$ cat config.mk
export PLATFORM = sky130hd
export DESIGN_NAME = cve2_obi_bus_arbiter
export DESIGN_NICKNAME = d
export VERILOG_FILES = /design/src/rtl/cve2_obi_bus_arbiter.sv
export SDC_FILE = /design/constraint.sdc
export NUM_CORES = 1
export LEC_CHECK = 0
export ABC_AREA = 1
export BUFFER_PORTS_ARGS = -buffer_cell sky130_fd_sc_hd__buf_2
export CAP_MARGIN = 20
export CORE_AREA = 3 3 120 122
export CTS_BUF_LIST = sky130_fd_sc_hd__clkbuf_2
export DETAILED_ROUTE_END_ITERATION = 10
export DIE_AREA = 0 0 123 125
export SYNTH_ARGS = -nofsm -noshare
export SYNTH_HDL_FRONTEND = slang
export SYNTH_SLANG_ARGS = --single-unit
$ cat constraint.sdc
create_clock -name clk_i -period 1.8 [get_ports clk_i]
set_input_delay 0.18 -clock clk_i [delete_from_list [all_inputs] [get_ports clk_i]]
set_output_delay 0.18 -clock clk_i [all_outputs]
set_load 0.01 [all_outputs]
$ cat src/rtl/cve2_obi_bus_arbiter.sv
// Merges the instruction-fetch and data OBI hosts onto one shared memory OBI port, with in-order response routing.
// Optional feature: define CVE2_OBI_ARB_PERF_EN to build the saturating contention cycle counter.
module cve2_obi_bus_arbiter #(
   parameter int unsigned MaxOutstanding = 2
) (
   input  logic        clk_i,
   input  logic        rst_ni,
   // instruction-fetch host
   input  logic        instr_req_i,
   output logic        instr_gnt_o,
   output logic        instr_rvalid_o,
   input  logic [31:0] instr_addr_i,
   output logic [31:0] instr_rdata_o,
   output logic        instr_err_o,
   // data host
   input  logic        data_req_i,
   output logic        data_gnt_o,
   output logic        data_rvalid_o,
   input  logic        data_we_i,
   input  logic [3:0]  data_be_i,
   input  logic [31:0] data_addr_i,
   input  logic [31:0] data_wdata_i,
   output logic [31:0] data_rdata_o,
   output logic        data_err_o,
   // shared memory device
   output logic        mem_req_o,
   input  logic        mem_gnt_i,
   input  logic        mem_rvalid_i,
   output logic        mem_we_o,
   output logic [3:0]  mem_be_o,
   output logic [31:0] mem_addr_o,
   output logic [31:0] mem_wdata_o,
   input  logic [31:0] mem_rdata_i,
   input  logic        mem_err_i,
   // status
   output logic        busy_o,
   output logic [31:0] contention_cnt_o
);

   // Handshake rule on every port: a request is accepted on a cycle with req & gnt high, payload
   // is held stable from req rising until that cycle, and each accepted request gets exactly one
   // rvalid pulse at least one cycle later, in acceptance order.

   localparam int unsigned CW = $clog2(MaxOutstanding + 1);
   localparam int unsigned PW = (MaxOutstanding > 1) ? $clog2(MaxOutstanding) : 1;
   localparam logic SRC_INSTR = 1'b0;
   localparam logic SRC_DATA  = 1'b1;

   typedef enum logic [1:0] {
      ARB_OPEN   = 2'd0,
      ARB_LOCK_I = 2'd1,
      ARB_LOCK_D = 2'd2
   } arb_state_e;

   arb_state_e                state_q, state_d;
   logic [CW-1:0]             count_q, count_d;
   logic [PW-1:0]             wr_ptr_q, rd_ptr_q;
   logic [MaxOutstanding-1:0] src_fifo_q;
   logic                      rr_q;

   logic any_req, both_req, can_issue, winner;
   logic handshake, pop, head_src;

   function automatic logic [PW-1:0] ptr_inc(input logic [PW-1:0] ptr);
      return (ptr == PW'(MaxOutstanding - 1)) ? '0 : ptr + PW'(1);
   endfunction

   // Arbitration, admission and next lock state
   always_comb begin
      any_req   = instr_req_i | data_req_i;
      both_req  = instr_req_i & data_req_i;
      can_issue = (count_q < CW'(MaxOutstanding));
      mem_req_o = any_req & can_issue;
      handshake = mem_req_o & mem_gnt_i;
      winner    = SRC_INSTR;
      case (state_q)
         ARB_LOCK_I: winner = SRC_INSTR;
         ARB_LOCK_D: winner = SRC_DATA;
         default: begin
            if (both_req) winner = rr_q;
            else          winner = data_req_i ? SRC_DATA : SRC_INSTR;
         end
      endcase

      state_d = ARB_OPEN;
      if (mem_req_o && !mem_gnt_i) begin
         state_d = (winner == SRC_DATA) ? ARB_LOCK_D : ARB_LOCK_I;
      end
   end

   always_comb begin
      instr_gnt_o = handshake & (winner == SRC_INSTR);
      data_gnt_o  = handshake & (winner == SRC_DATA);

      mem_we_o    = 1'b0;
      mem_be_o    = 4'h0;
      mem_addr_o  = 32'h0;
      mem_wdata_o = 32'h0;
      if (any_req) begin
         if (winner == SRC_DATA) begin
            mem_we_o    = data_we_i;
            mem_be_o    = data_be_i;
            mem_addr_o  = data_addr_i;
            mem_wdata_o = data_wdata_i;
         end else begin
            mem_be_o    = 4'hF;
            mem_addr_o  = instr_addr_i;
         end
      end
   end

   // A response with nothing outstanding is a device protocol error and is dropped.
   always_comb begin
      pop      = mem_rvalid_i & (count_q != '0);
      head_src = src_fifo_q[rd_ptr_q];
      count_d  = count_q + CW'(handshake) - CW'(pop);

      instr_rvalid_o = pop & (head_src == SRC_INSTR);
      data_rvalid_o  = pop & (head_src == SRC_DATA);
      instr_rdata_o  = instr_rvalid_o ? mem_rdata_i : 32'h0;
      instr_err_o    = instr_rvalid_o ? mem_err_i   : 1'b0;
      data_rdata_o   = data_rvalid_o  ? mem_rdata_i : 32'h0;
      data_err_o     = data_rvalid_o  ? mem_err_i   : 1'b0;
      busy_o         = (count_q != '0);
   end

   always_ff @(posedge clk_i or negedge rst_ni) begin
      if (!rst_ni) begin
         state_q    <= ARB_OPEN;
         count_q    <= '0;
         wr_ptr_q   <= '0;
         rd_ptr_q   <= '0;
         src_fifo_q <= '0;
         rr_q       <= SRC_DATA;
      end else begin
         state_q <= state_d;
         count_q <= count_d;
         if (handshake) begin
            src_fifo_q[wr_ptr_q] <= winner;
            wr_ptr_q             <= ptr_inc(wr_ptr_q);
            if (both_req) rr_q <= ~winner;
         end
         if (pop) rd_ptr_q <= ptr_inc(rd_ptr_q);
      end
   end

`ifdef CVE2_OBI_ARB_PERF_EN
   logic [31:0] contention_q;

   always_ff @(posedge clk_i or negedge rst_ni) begin
      if (!rst_ni) begin
         contention_q <= 32'h0;
      end else if (both_req && mem_req_o && (contention_q != 32'hFFFF_FFFF)) begin
         contention_q <= contention_q + 32'h1;
      end
   end

   assign contention_cnt_o = contention_q;
`else
   assign contention_cnt_o = 32'h0;
`endif

   instr_payload_stable: assert property (@(posedge clk_i) disable iff (!rst_ni)
      (instr_req_i && !instr_gnt_o) |=> $stable(instr_addr_i));
   data_payload_stable: assert property (@(posedge clk_i) disable iff (!rst_ni)
      (data_req_i && !data_gnt_o) |=> $stable({data_we_i, data_be_i, data_addr_i, data_wdata_i}));
   mem_rvalid_known: assert property (@(posedge clk_i) disable iff (!rst_ni)
      !$isunknown(mem_rvalid_i));
   count_in_range: assert property (@(posedge clk_i) disable iff (!rst_ni)
      count_q <= CW'(MaxOutstanding));
   rvalid_has_owner: assert property (@(posedge clk_i) disable iff (!rst_ni)
      mem_rvalid_i |-> (count_q != '0));

endmodule

==> flow_summary.toml <==
[status]
status = "complete, but fails checks"
violations = "negative setup slack"

[pwr]
p_clk_share_pct = 3.3
switching_share_pct = 52.6
combPwrFrac_pct = 87.6
power.internal_mw = 1.85
powerDensity_mw_per_mm2 = 904
p_seq_share_pct = 9.1
leakage_nw = 2.97
peakVddDrop_mv = 0.649
power.switching_mw = 2.05

[synthesis]
synth_area_leaders = "nor2_1 (19%), inv_1 (13%), nand2_1 (12%), buf_4 (11%), dfrtp_1 (8.2%)"
synth_top_area_cell = "nor2_1"
ys_seq_elements = 9
synth.yosys.seq_area_share_pct = 9.31
yosysTopAreaCellShare_pct = 19.4
ys_types = 25
ys.warnings.count = 0
synth.cell_area_mm2 = 0.00243
syn_inst = 460
syn_area_per_cell_um2 = 5.29

[global_routing]
antenna_found_initial = 0
gr-usage-all-layers_pct = 11.0
grt_pass1_vias = 2944
grt_first_pass_wirelength_um = 14200
grt_overflow = 0
grt_max_degree = 54

[timing]
setup_ws_ns = -0.112
setup-tns-final_ns = -4.06
rsz0062_at_grt = "yes"
fin_worst_skew_ns = 0.000249
report.final.slew_viol_count = 0
final.period_utilization_pct = 106
fmax_mhz = 523
period_needed_ns = 1.91
hold_ws_ns = 0.221
final_hold_viol_count = 0
final-setup-viol-count = 70

[worst_setup_path]
worstPathRequired_ns = 1.62
crit_arrival_ns = 1.73
reg2regPathDepth = 8
crit_fanout = 12
start_kind = "register"
path_class = "reg2out"
endpoint_kind = "output pin"

[floorplanning]
die_w_um = 123
core_area_mm2 = 0.0133
dieArea_mm2 = 0.0154
die_y_um = 125
initial_core_util_pct = 18.3
rows = 42
boundaryPins = 313

[clock_tree]
cts-htree-levels = 1
cts_tree = "done"
clk_path_buf_depth = 2
clock_sinks = 9
insertion_delay_ns = 0.24
cts_made_buffers = 3
root_buffer = "clkbuf_2"
cts.clk_slew.worst_paths_ns = 0.09

[route]
vias = 3550
ant_nets = 0
via_per_inst = 3.85
wl_um = 11200
dr.pass1.iters = 4
wire_per_inst_um = 12.1
post-route-drc-count = 0
drt-initial-drc-count = 140

[final_layout]
layout.nets = 889
antenna_cells = 0
areaGrowthSynthToFinish_pct = 77.6
fillers = 1490
drive_gt1_share_pct = 50.7

[worst_hold_path]
hold_depth = 3
hp-class = "in2reg"

[placement]
dpl_worst_slack_ns = 0.113
dp.final_hpwl_um = 8120
port_buffers = 280
gp_congestion = 0.807

[job]
drv_cap = 0
-- routing by layer --
metal | vias to the layer above | track usage (%) | wire [µm]
li1 | 1862 | - | -
met1 | 1540 | 14.4 | 4550
met2 | 142 | 20.2 | 5800
met3 | 6 | 1.17 | 759
met4 | 0 | 0.717 | 68
met5 | - | 0 | 0
-- worst max-delay path, stage by stage, from the launching register on --
cell,delay [ns]
dfrtp_1,0.41
ha_4,0.29
nand2_4,0.06
inv_8,0.09
nand2_8,0.09
buf_12,0.17
nand3_2,0.06
nand2_1,0.05
nor2_1,0.12
buf_2,0.15
-- worst paths after layout --
kind / startpoint / endpoint / slack (ns)
min in group asynchronous: rst_ni / count_q[0]$_DFF_PN0_ / 0.31
max: state_q[1]$_DFF_PN0_ / mem_addr_o[6] / -0.11
max in group asynchronous: rst_ni / rr_q$_DFFE_PN1P_ / 1.25
max reg2reg: count_q[1]$_DFF_PN0_ / count_q[1]$_DFF_PN0_ / 0.07
min: mem_rvalid_i / rd_ptr_q$_DFFE_PN0P_ / 0.22
min reg2reg: rr_q$_DFFE_PN1P_ / rr_q$_DFFE_PN1P_ / 0.49
-- cells by family (layout without fill, tap and decap cells) --
family                     count (synthesis)  after routing  share of synthesized area, %
adders and majority gates                  3              3                          1.54
xor gates and xnor gates                   3              3                          1.08
AOI/OAI and AO/OA                         38             38                          7.97
and+or+nand+nor                          259            260                          44.4
other                                      1             32                         0.154
DFF                                        9              9                          9.31
buffers and inverters                    147            400                          35.5
-- through the flow --
| stage | utilization [%] | instances | instance area [µm²] | power [mW] |
|---|---|---|---|---|
| 6_report | 32.5 | 921 | 4320 | 3.90 |
| 5_1_grt | 32.5 | 921 | 4320 | 4.25 |
| 4_1_cts | 29.9 | 911 | 3980 | 3.54 |
| 3_5_place_dp | 28.7 | 902 | 3820 | 3.20 |
| 3_3_place_gp | 28.7 | 902 | 3820 | 3.20 |
| 2_1_floorplan | - | 491 | 2550 | 2.26 |
-- power groups by stage --
stage | sequential, mW | combinational (mW) | clock (mW)
floorplan | 0.344 | 1.91 | 0
global placement | 0.356 | 2.84 | 0
detailed placement | 0.357 | 2.84 | 0
CTS | 0.353 | 3.05 | 0.133
global route | 0.364 | 3.73 | 0.150
finish | 0.354 | 3.42 | 0.128
-- layout make-up --
class                           count  area (µm²)  share of cell area (%)
Sequential cell                     9         226                    5.24
Timing Repair Buffer              311        1830                    42.4
Multi-Input combinational cell    336        1690                    39.1
Clock buffer                        4        20.0                   0.463
Inverter                           85         334                    7.73
Tap cell                          176         220                    5.10
-- sequential cells by signal, summed over array words and instances (netlist names) --
signal,count
rr_q,1
count_q,2
rd_ptr_q,1
wr_ptr_q,1
state_q,2
src_fifo_q,2
-- cells in the final DEF, fill, tap and decap left out, types with 3 or more instances in the layout --
cell type,n
buf_2,280
nor2_1,124
inv_1,79
nand2_1,76
conb_1,32
a21oi_1,27
nand3_2,21
nor2_2,15
buf_4,14
nand3_1,12
a21oi_2,8
dfrtp_1,8
buf_12,5
clkbuf_2,4
clkbuf_16,4
buf_6,4
nand2_4,3
nand2_8,3
inv_2,3
nand4_1,3
-- synth_stat cells (all sizes together) --
cell type / number
dfrtp: 8
nand4: 3
clkbuf: 10
ha: 3
a21oi: 36
or2: 1
xnor2: 2
nand3: 33
xor2: 1
dfstp: 1
inv: 85
buf: 52
o21ai: 2
conb: 1
nor2: 139
nand2: 83
-- what timing repair did --
action | 4_1_cts | 5_1_grt
pin swaps | 2 | 9
resized for setup | 18 | 41
setup endpoints to repair | 69 | 92
endpoints found under the hold margin | 8 | 0
hold buffers | 1 | 0
buffers inserted | 2 | 3
gates cloned | 2 | 7
Power figures use the tool's default switching activity.
